File: config.mk
export PLATFORM = sky130hd
export DESIGN_NAME = jamma_joy_scan
export DESIGN_NICKNAME = d
export VERILOG_FILES = /design/src/rtl/jamma_joy_scan.sv
export SDC_FILE = /design/constraint.sdc
export NUM_CORES = 1
export LEC_CHECK = 0
export CAP_MARGIN = 30
export CORE_MARGIN = 2
export CORE_UTILIZATION = 30
export DETAILED_ROUTE_END_ITERATION = 6
export HOLD_SLACK_MARGIN = 0.08
export RECOVER_POWER = 25
export SYNTH_ARGS = -nofsm -noshare
export SYNTH_HDL_FRONTEND = slang
export SYNTH_SLANG_ARGS = --single-unit
File: constraint.sdc
create_clock -name pclk -period 2.5 [get_ports pclk]
set_clock_uncertainty 0.1 [all_clocks]
set_input_delay 0.625 -clock pclk [delete_from_list [all_inputs] [get_ports pclk]]
set_output_delay 0.625 -clock pclk [all_outputs]
set_load 0.05 [all_outputs]
File: src/rtl/jamma_joy_scan.sv
// JAMMA control scanner: drives jselect, time-multiplexes the shared joystick
// bus into player 1 / player 2, synchronises and debounces every control line.
module jamma_joy_scan #(
    parameter int unsigned SETTLE      = 4,
    parameter int unsigned DEB_SAMPLES = 3
) (
    input  logic       pclk,
    input  logic       reset,
    input  logic [7:0] jjoy,
    input  logic [1:0] jcoin,
    input  logic       jservice,
    input  logic       jtest,
    input  logic [5:0] kbd_joy,
    output logic       jselect,
    output logic [7:0] joystick1,
    output logic [7:0] joystick2,
    output logic [1:0] coin,
    output logic       service,
    output logic       test,
    output logic       scan_tick
);

    localparam int unsigned CNT_W = 8;
    localparam int unsigned DEB_W = 4;
    localparam int unsigned P1_N  = 8;
    localparam int unsigned P2_N  = 12;

    typedef enum logic [1:0] {
        S1 = 2'd0,
        P1 = 2'd1,
        S2 = 2'd2,
        P2 = 2'd3
    } state_t;

    state_t             state;
    logic [CNT_W-1:0]   settle_cnt;

    logic [7:0]         jjoy_m, jjoy_s;
    logic [1:0]         jcoin_m, jcoin_s;
    logic               jservice_m, jservice_s;
    logic               jtest_m, jtest_s;

    logic [P1_N-1:0]             p1_q;
    logic [P1_N-1:0][DEB_W-1:0]  p1_cnt;
    logic [P2_N-1:0]             p2_q;
    logic [P2_N-1:0][DEB_W-1:0]  p2_cnt;

    logic [P1_N-1:0]    p1_samp;
    logic [P2_N-1:0]    p2_samp;

    // One debounce step: returns {next output, next counter}.
    function automatic logic [DEB_W:0] deb_step(input logic samp, input logic q,
                                                input logic [DEB_W-1:0] cnt);
        logic [DEB_W:0] r;
        r = {q, DEB_W'(0)};
        if (samp != q) begin
            if (cnt == DEB_W'(DEB_SAMPLES - 1))
                r = {samp, DEB_W'(0)};
            else
                r = {q, cnt + DEB_W'(1)};
        end
        return r;
    endfunction

    // Two-flop synchronisers for the asynchronous pin inputs (idle high).
    always_ff @(posedge pclk) begin
        if (reset) begin
            jjoy_m     <= '1;
            jjoy_s     <= '1;
            jcoin_m    <= '1;
            jcoin_s    <= '1;
            jservice_m <= 1'b1;
            jservice_s <= 1'b1;
            jtest_m    <= 1'b1;
            jtest_s    <= 1'b1;
        end else begin
            jjoy_m     <= jjoy;
            jjoy_s     <= jjoy_m;
            jcoin_m    <= jcoin;
            jcoin_s    <= jcoin_m;
            jservice_m <= jservice;
            jservice_s <= jservice_m;
            jtest_m    <= jtest;
            jtest_s    <= jtest_m;
        end
    end

    // Scan sequencer: settle/sample per player, registered jselect and tick.
    always_ff @(posedge pclk) begin
        if (reset) begin
            state      <= S1;
            settle_cnt <= '0;
            jselect    <= 1'b0;
            scan_tick  <= 1'b0;
        end else begin
            scan_tick <= (state == P2);
            unique case (state)
                S1: begin
                    if (settle_cnt == CNT_W'(SETTLE - 1)) begin
                        settle_cnt <= '0;
                        state      <= P1;
                    end else begin
                        settle_cnt <= settle_cnt + CNT_W'(1);
                    end
                end
                P1: begin
                    state   <= S2;
                    jselect <= 1'b1;
                end
                S2: begin
                    if (settle_cnt == CNT_W'(SETTLE - 1)) begin
                        settle_cnt <= '0;
                        state      <= P2;
                    end else begin
                        settle_cnt <= settle_cnt + CNT_W'(1);
                    end
                end
                P2: begin
                    state   <= S1;
                    jselect <= 1'b0;
                end
                default: begin
                    state      <= S1;
                    settle_cnt <= '0;
                    jselect    <= 1'b0;
                end
            endcase
        end
    end

    // Keyboard only reaches the player-1 direction/button bits 5:0.
    assign p1_samp = jjoy_s & {2'b11, kbd_joy};
    assign p2_samp = {jtest_s, jservice_s, jcoin_s, jjoy_s};

    // Player-1 debounce cells, updated on the P1 sample cycle.
    always_ff @(posedge pclk) begin
        if (reset) begin
            p1_q   <= '1;
            p1_cnt <= '0;
        end else if (state == P1) begin
            for (int i = 0; i < int'(P1_N); i++) begin
                {p1_q[i], p1_cnt[i]} <= deb_step(p1_samp[i], p1_q[i], p1_cnt[i]);
            end
        end
    end

    // Player-2 and coin/service/test debounce cells, updated on the P2 sample cycle.
    always_ff @(posedge pclk) begin
        if (reset) begin
            p2_q   <= '1;
            p2_cnt <= '0;
        end else if (state == P2) begin
            for (int i = 0; i < int'(P2_N); i++) begin
                {p2_q[i], p2_cnt[i]} <= deb_step(p2_samp[i], p2_q[i], p2_cnt[i]);
            end
        end
    end

    assign joystick1 = p1_q;
    assign joystick2 = p2_q[7:0];
    assign coin      = p2_q[9:8];
    assign service   = p2_q[10];
    assign test      = p2_q[11];

endmodule

# After elaboration in Yosys (flattened, before gate mapping)
# Index checks and enable logic that the tools add are counted.
# classes
addsub	21
n_eq_ne	46
n_mux	45
bitwise	1
reduce_logical	24
# op_table
operator	count
4-bit two-way mux	40
4-bit by 1-bit adder with 4-bit output, second input constant	20
4-bit by 2-bit == test with 1-bit output, second input constant	20
3-bit AND reduction	20
1-bit != test	20
8-bit by 1-bit adder with 8-bit output, second input constant	1
8-bit bitwise AND	1
8-bit by 2-bit == test with 1-bit output, second input constant	1
8-bit two-way mux	1
2-bit one-hot mux with 4 select lines	1
2-bit == test, second input constant	2
2-bit two-way mux	2
2-bit != test, second input constant	2
2-bit by 1-bit == test with 1-bit output, second input constant	1
2-bit zero test	1
1-bit one-hot mux with 2 select lines	1
2-bit AND reduction	1
2-bit nonzero test	1
2-bit OR reduction	1
# word_totals
regBits	136
input_bits	20
output_inout_bits	22
word_cells	189

# Depth between registers and ports, before layout
# logic_depth
ltp_word	3
ltp_mapped	8
mapped_depth_nobuf	6

# Least setup slack after synthesis
# OpenSTA, ideal clock, no wires.
# synth_timing
path_type	in2reg
start	input port reset
end	register jcoin_m[1]
setup_time_ns	0.123
t_arrival_ns	1.367
required_time_ns	2.277
slack_ns	0.910
cell_stages	4
path_buffers	3
path_cell_list	buf_2 -> buf_2 -> buf_2 -> or2_2
# synth_rtl
item	line_no	text
start: declaration	8	input logic reset,
end signal: assignment	79	jcoin_m <= jcoin;
end: declaration	39	logic [1:0] jcoin_m, jcoin_s;
# No word-level cell between the ends.

# Worst setup path after layout
# layout_timing
start	register p2_q[4]
end	output port joystick2[4]
# layout_rtl
item	line_no	text
start: declaration	45	logic [P2_N-1:0] p2_q;
start signal: indexed assignment	154	{p2_q[i], p2_cnt[i]} <= deb_step(p2_samp[i], p2_q[i], p2_cnt[i]);
end: declaration	16	output logic [7:0] joystick2,
# No word-level cell between the ends.

==> impl_results.md <==
* Layout Area Growth over Synthesis at 20.2%
* Port Buffer Count at 41
* Fraction of synthesis flops using an asynchronous set or reset pin at 0
* Total clock buffers created by CTS at 17
* Final Instance Area at 0.00753 sq mm
* Final Wtd Congestion at 0.715
* CP endpoint kind: primary output
* Number of DRC markers after the initial detailed-route iteration at 184
* Floorplan die height at 149 um
* Clock tree from TritonCTS: done
* Ranking of synthesized cells by area: sky130_fd_sc_hd__dfxtp_1 43%, sky130_fd_sc_hd__ha_1 6.6%, sky130_fd_sc_hd__xor2_1 5.4%
* Sum of routed wire length over all layers at 11.4 mm
* Post-CTS clock slew at the launch and capture registers of the worst setup and hold paths at 0.07 ns
* Number of endpoints with negative hold slack in the final report at 0
* Worst rel slew slack at 0.411
* Critical setup path kind: reg2out
* GRT met1 Usage at 0.143
* Effective utilization at floorplan at 0.308
* Crit-path max FO at 3
* Setup repair after global routing missed its margin: false
* Post-synth top flop: sky130_fd_sc_hd__dfxtp_1
* Most common cell in the synthesized netlist: sky130_fd_sc_hd__dfxtp_1
* Clock latency on the worst-skew pair at 0.42 ns
* Post-CTS repair timing setup buffer count at 0
* Via count of the first global-routing pass at 4269
* Row cnt at 52
* Largest net degree at the start of global routing at 55
* Buffering stage count on the worst path with inverters included at 1
* Avg Vias per Cell at 4.58
* Result of the run: complete, no violations
* Instance area after placement at 0.00698 sq mm
* Slew at the pin closest to its max-slew limit at 0.883 ns
* Total via count after detailed routing at 4416
* Placeable Area at 0.0204 sq mm
* Worst IR drop on VDD at 414 uV
* Cts repair resizes at 0
* Worst path required time at 1.77 ns
* Setup TNS at 0 ns
* Yosys top cell area share at 0.434
* Wire per inst at 11.8 um
* Die footprint at 0.0221 sq mm
* Worst endpoint data arrival time at 1.63 ns
* CP cell instances: clkdlybuf4s50_1
* Wire length of the first global-routing pass at 20.2 mm
* DRC errors left at 0
* Post-route minimum period at 2.35 ns
* MaxCap Viol Count at 0
* Met3 GRT Util at 0.0417
* Static power due to leakage at 0.00270 uW
* Worst Setup Start Kind: flip-flop
* Top Family by Delay on Critical Path: buffers and inverters
* Sequential share of the synthesized area at 0.434
* Clk sinks at 136
* Met2 track utilization from global routing at 0.177
* Count of unique library cells instantiated by Yosys at 48
* Total power density per cell area at 691 mW/mm^2
* Share of layout cells above drive strength 1 at 0.153
* Highest achievable clock rate at 0.425 GHz
* Post-DP HPWL at 7.47 mm
* Final-report max-slew violation count at 0
* Post-synth top area cell: sky130_fd_sc_hd__dfxtp_1
* Router iterations before antenna repair at 4
* Post-detailed-route count of antenna-violating nets at 0
* Number of synthesized flops with an enable pin at 0
* Boundary Pins at 42
* Cell count after synthesis at 637
* Number of endpoints failing setup at the final stage at 0
* Number of diodes at 0
* Yosys warnings at 0
* Maximum count of clock buffers along a single path at 2
* Cell area after technology mapping at 0.00627 sq mm
* Clock root buffer: sky130_fd_sc_hd__clkbuf_16
* Hold bufs inserted after CTS at 0
* #FFs+latches synth at 136
* Total number of H-tree levels at 4
* Total gr overflow at 0
* Post-synthesis average cell area at 9.84 sq um
* Grt peak-use layer: met2
* Tcrit/Tclk final at 0.942
* Number of antenna violations at the first check in global routing at 0
* Highest cell delay on the worst timing path at 0.85 ns
* Net count of the finished layout at 735
* Cell with the largest stage delay on the worst path: sky130_fd_sc_hd__clkdlybuf4s50_1
* Class of the worst hold path: reg2reg
* Leading post-synthesis cells by instance count: 136 x sky130_fd_sc_hd__dfxtp_1, 86 x sky130_fd_sc_hd__nor2_1, 39 x sky130_fd_sc_hd__xor2_1, 33 x sky130_fd_sc_hd__ha_1, 33 x sky130_fd_sc_hd__nand2_1
* Overall Global Routing Usage at 0.112
* Syn Nets at 690
* Chip width at 149 um
sequential cells by signal, summed over array words and instances, names as in the netlist:
| name | cells |
|---|---|
| jselect | 1 |
| jcoin_m | 2 |
| jtest_s | 1 |
| p2_q | 12 |
| jtest_m | 1 |
| jservice_s | 1 |
| jservice_m | 1 |
| scan_tick | 1 |
| state | 2 |
| p2_cnt | 48 |
| settle_cnt | 8 |
| jcoin_s | 2 |
| jjoy_s | 8 |
| p1_cnt | 32 |
| joystick1 | 8 |
| jjoy_m | 8 |
per-layer routing:
metal | part of all wire | vias to the layer above
met3 | 0.044 | 8
met2 | 0.44 | 55
met5 | 0 | -
met1 | 0.51 | 2050
met4 | 0.011 | 0
li1 | - | 2303
stage by stage:
stage	hold WS (ns)	total power, uW	cells	setup slack (ns)	util
5_1_grt	0.316	5460	965	0.0554	0.370
3_5_place_dp	0.295	2810	933	0.398	0.343
2_1_floorplan	0.289	2670	637	0.910	-
3_3_place_gp	0.291	2800	933	0.452	0.343
6_report	0.309	5210	965	0.146	0.370
4_1_cts	0.311	5300	965	0.0980	0.371
report_power, final:
group          leakage [uW]  internal [uW]  total [uW]  switching [uW]
clock              0.000284           1410        2460            1050
sequential          0.00110           2240        2310            75.7
combinational       0.00131            186         441             254
total               0.00270           3830        5210            1380
worst register-to-register path, stage by stage, from the launching register on:
cell and delay [ns]:
sky130_fd_sc_hd__dfxtp_1 0.42, sky130_fd_sc_hd__inv_1 0.10, sky130_fd_sc_hd__ha_2 0.20, sky130_fd_sc_hd__inv_1 0.47
sky130_fd_sc_hd__o21ai_0 0.34, sky130_fd_sc_hd__a211oi_1 0.27
layout make-up:
cell class,instances,area [sq um]
Inverter,20,75.1
Sequential cell,136,2720
Clock inverter,15,153
Tap cell,270,338
Multi-Input combinational cell,453,3320
Timing Repair Buffer,54,505
Clock buffer,17,425
Fill cell,2060,12800
layout by cell type, fill, tap and decap left out, types with 4 or more instances in the layout:
master	instances
sky130_fd_sc_hd__a211o_1	26
sky130_fd_sc_hd__a211oi_1	13
sky130_fd_sc_hd__a211oi_2	10
sky130_fd_sc_hd__a21oi_1	19
sky130_fd_sc_hd__a31oi_1	8
sky130_fd_sc_hd__buf_4	9
sky130_fd_sc_hd__clkbuf_16	17
sky130_fd_sc_hd__clkdlybuf4s50_1	40
sky130_fd_sc_hd__dfxtp_1	136
sky130_fd_sc_hd__ha_1	31
sky130_fd_sc_hd__inv_1	20
sky130_fd_sc_hd__inv_6	8
sky130_fd_sc_hd__nand2_1	33
sky130_fd_sc_hd__nand2b_1	4
sky130_fd_sc_hd__nand3_1	15
sky130_fd_sc_hd__nand4_1	19
sky130_fd_sc_hd__nor2_1	86
sky130_fd_sc_hd__nor2b_1	18
sky130_fd_sc_hd__nor3_1	7
sky130_fd_sc_hd__nor4b_1	4
sky130_fd_sc_hd__nor4b_2	5
sky130_fd_sc_hd__nor4bb_4	8
sky130_fd_sc_hd__o21ai_0	9
sky130_fd_sc_hd__or2_2	29
sky130_fd_sc_hd__xnor2_1	29
sky130_fd_sc_hd__xor2_1	39
worst paths after layout:
check	start	endpoint	slack (ns)	cells past startpoint
min reg2reg	jcoin_m[1]	jcoin_s[1]	0.31	1
max	p2_q[4]	joystick2[4]	0.15	1
max reg2reg	state[1]	p1_cnt[21]	0.52	5
min	jcoin_m[1]	jcoin_s[1]	0.31	1
cell families (layout without fill, tap and decap cells):
logic type / after synthesis / in the layout / synth area share
AO/OA/AOI/OAI: 100 / 100 / 0.123
XOR/XNOR: 69 / 69 / 0.0976
adder cells (fa/ha/maj): 33 / 33 / 0.0658
buffers and inverters: 48 / 106 / 0.0395
flip-flops: 136 / 136 / 0.434
multiplexers: 3 / 3 / 0.00479
AND/OR/NAND/NOR: 248 / 248 / 0.235
(Power assumes the default switching activity.)
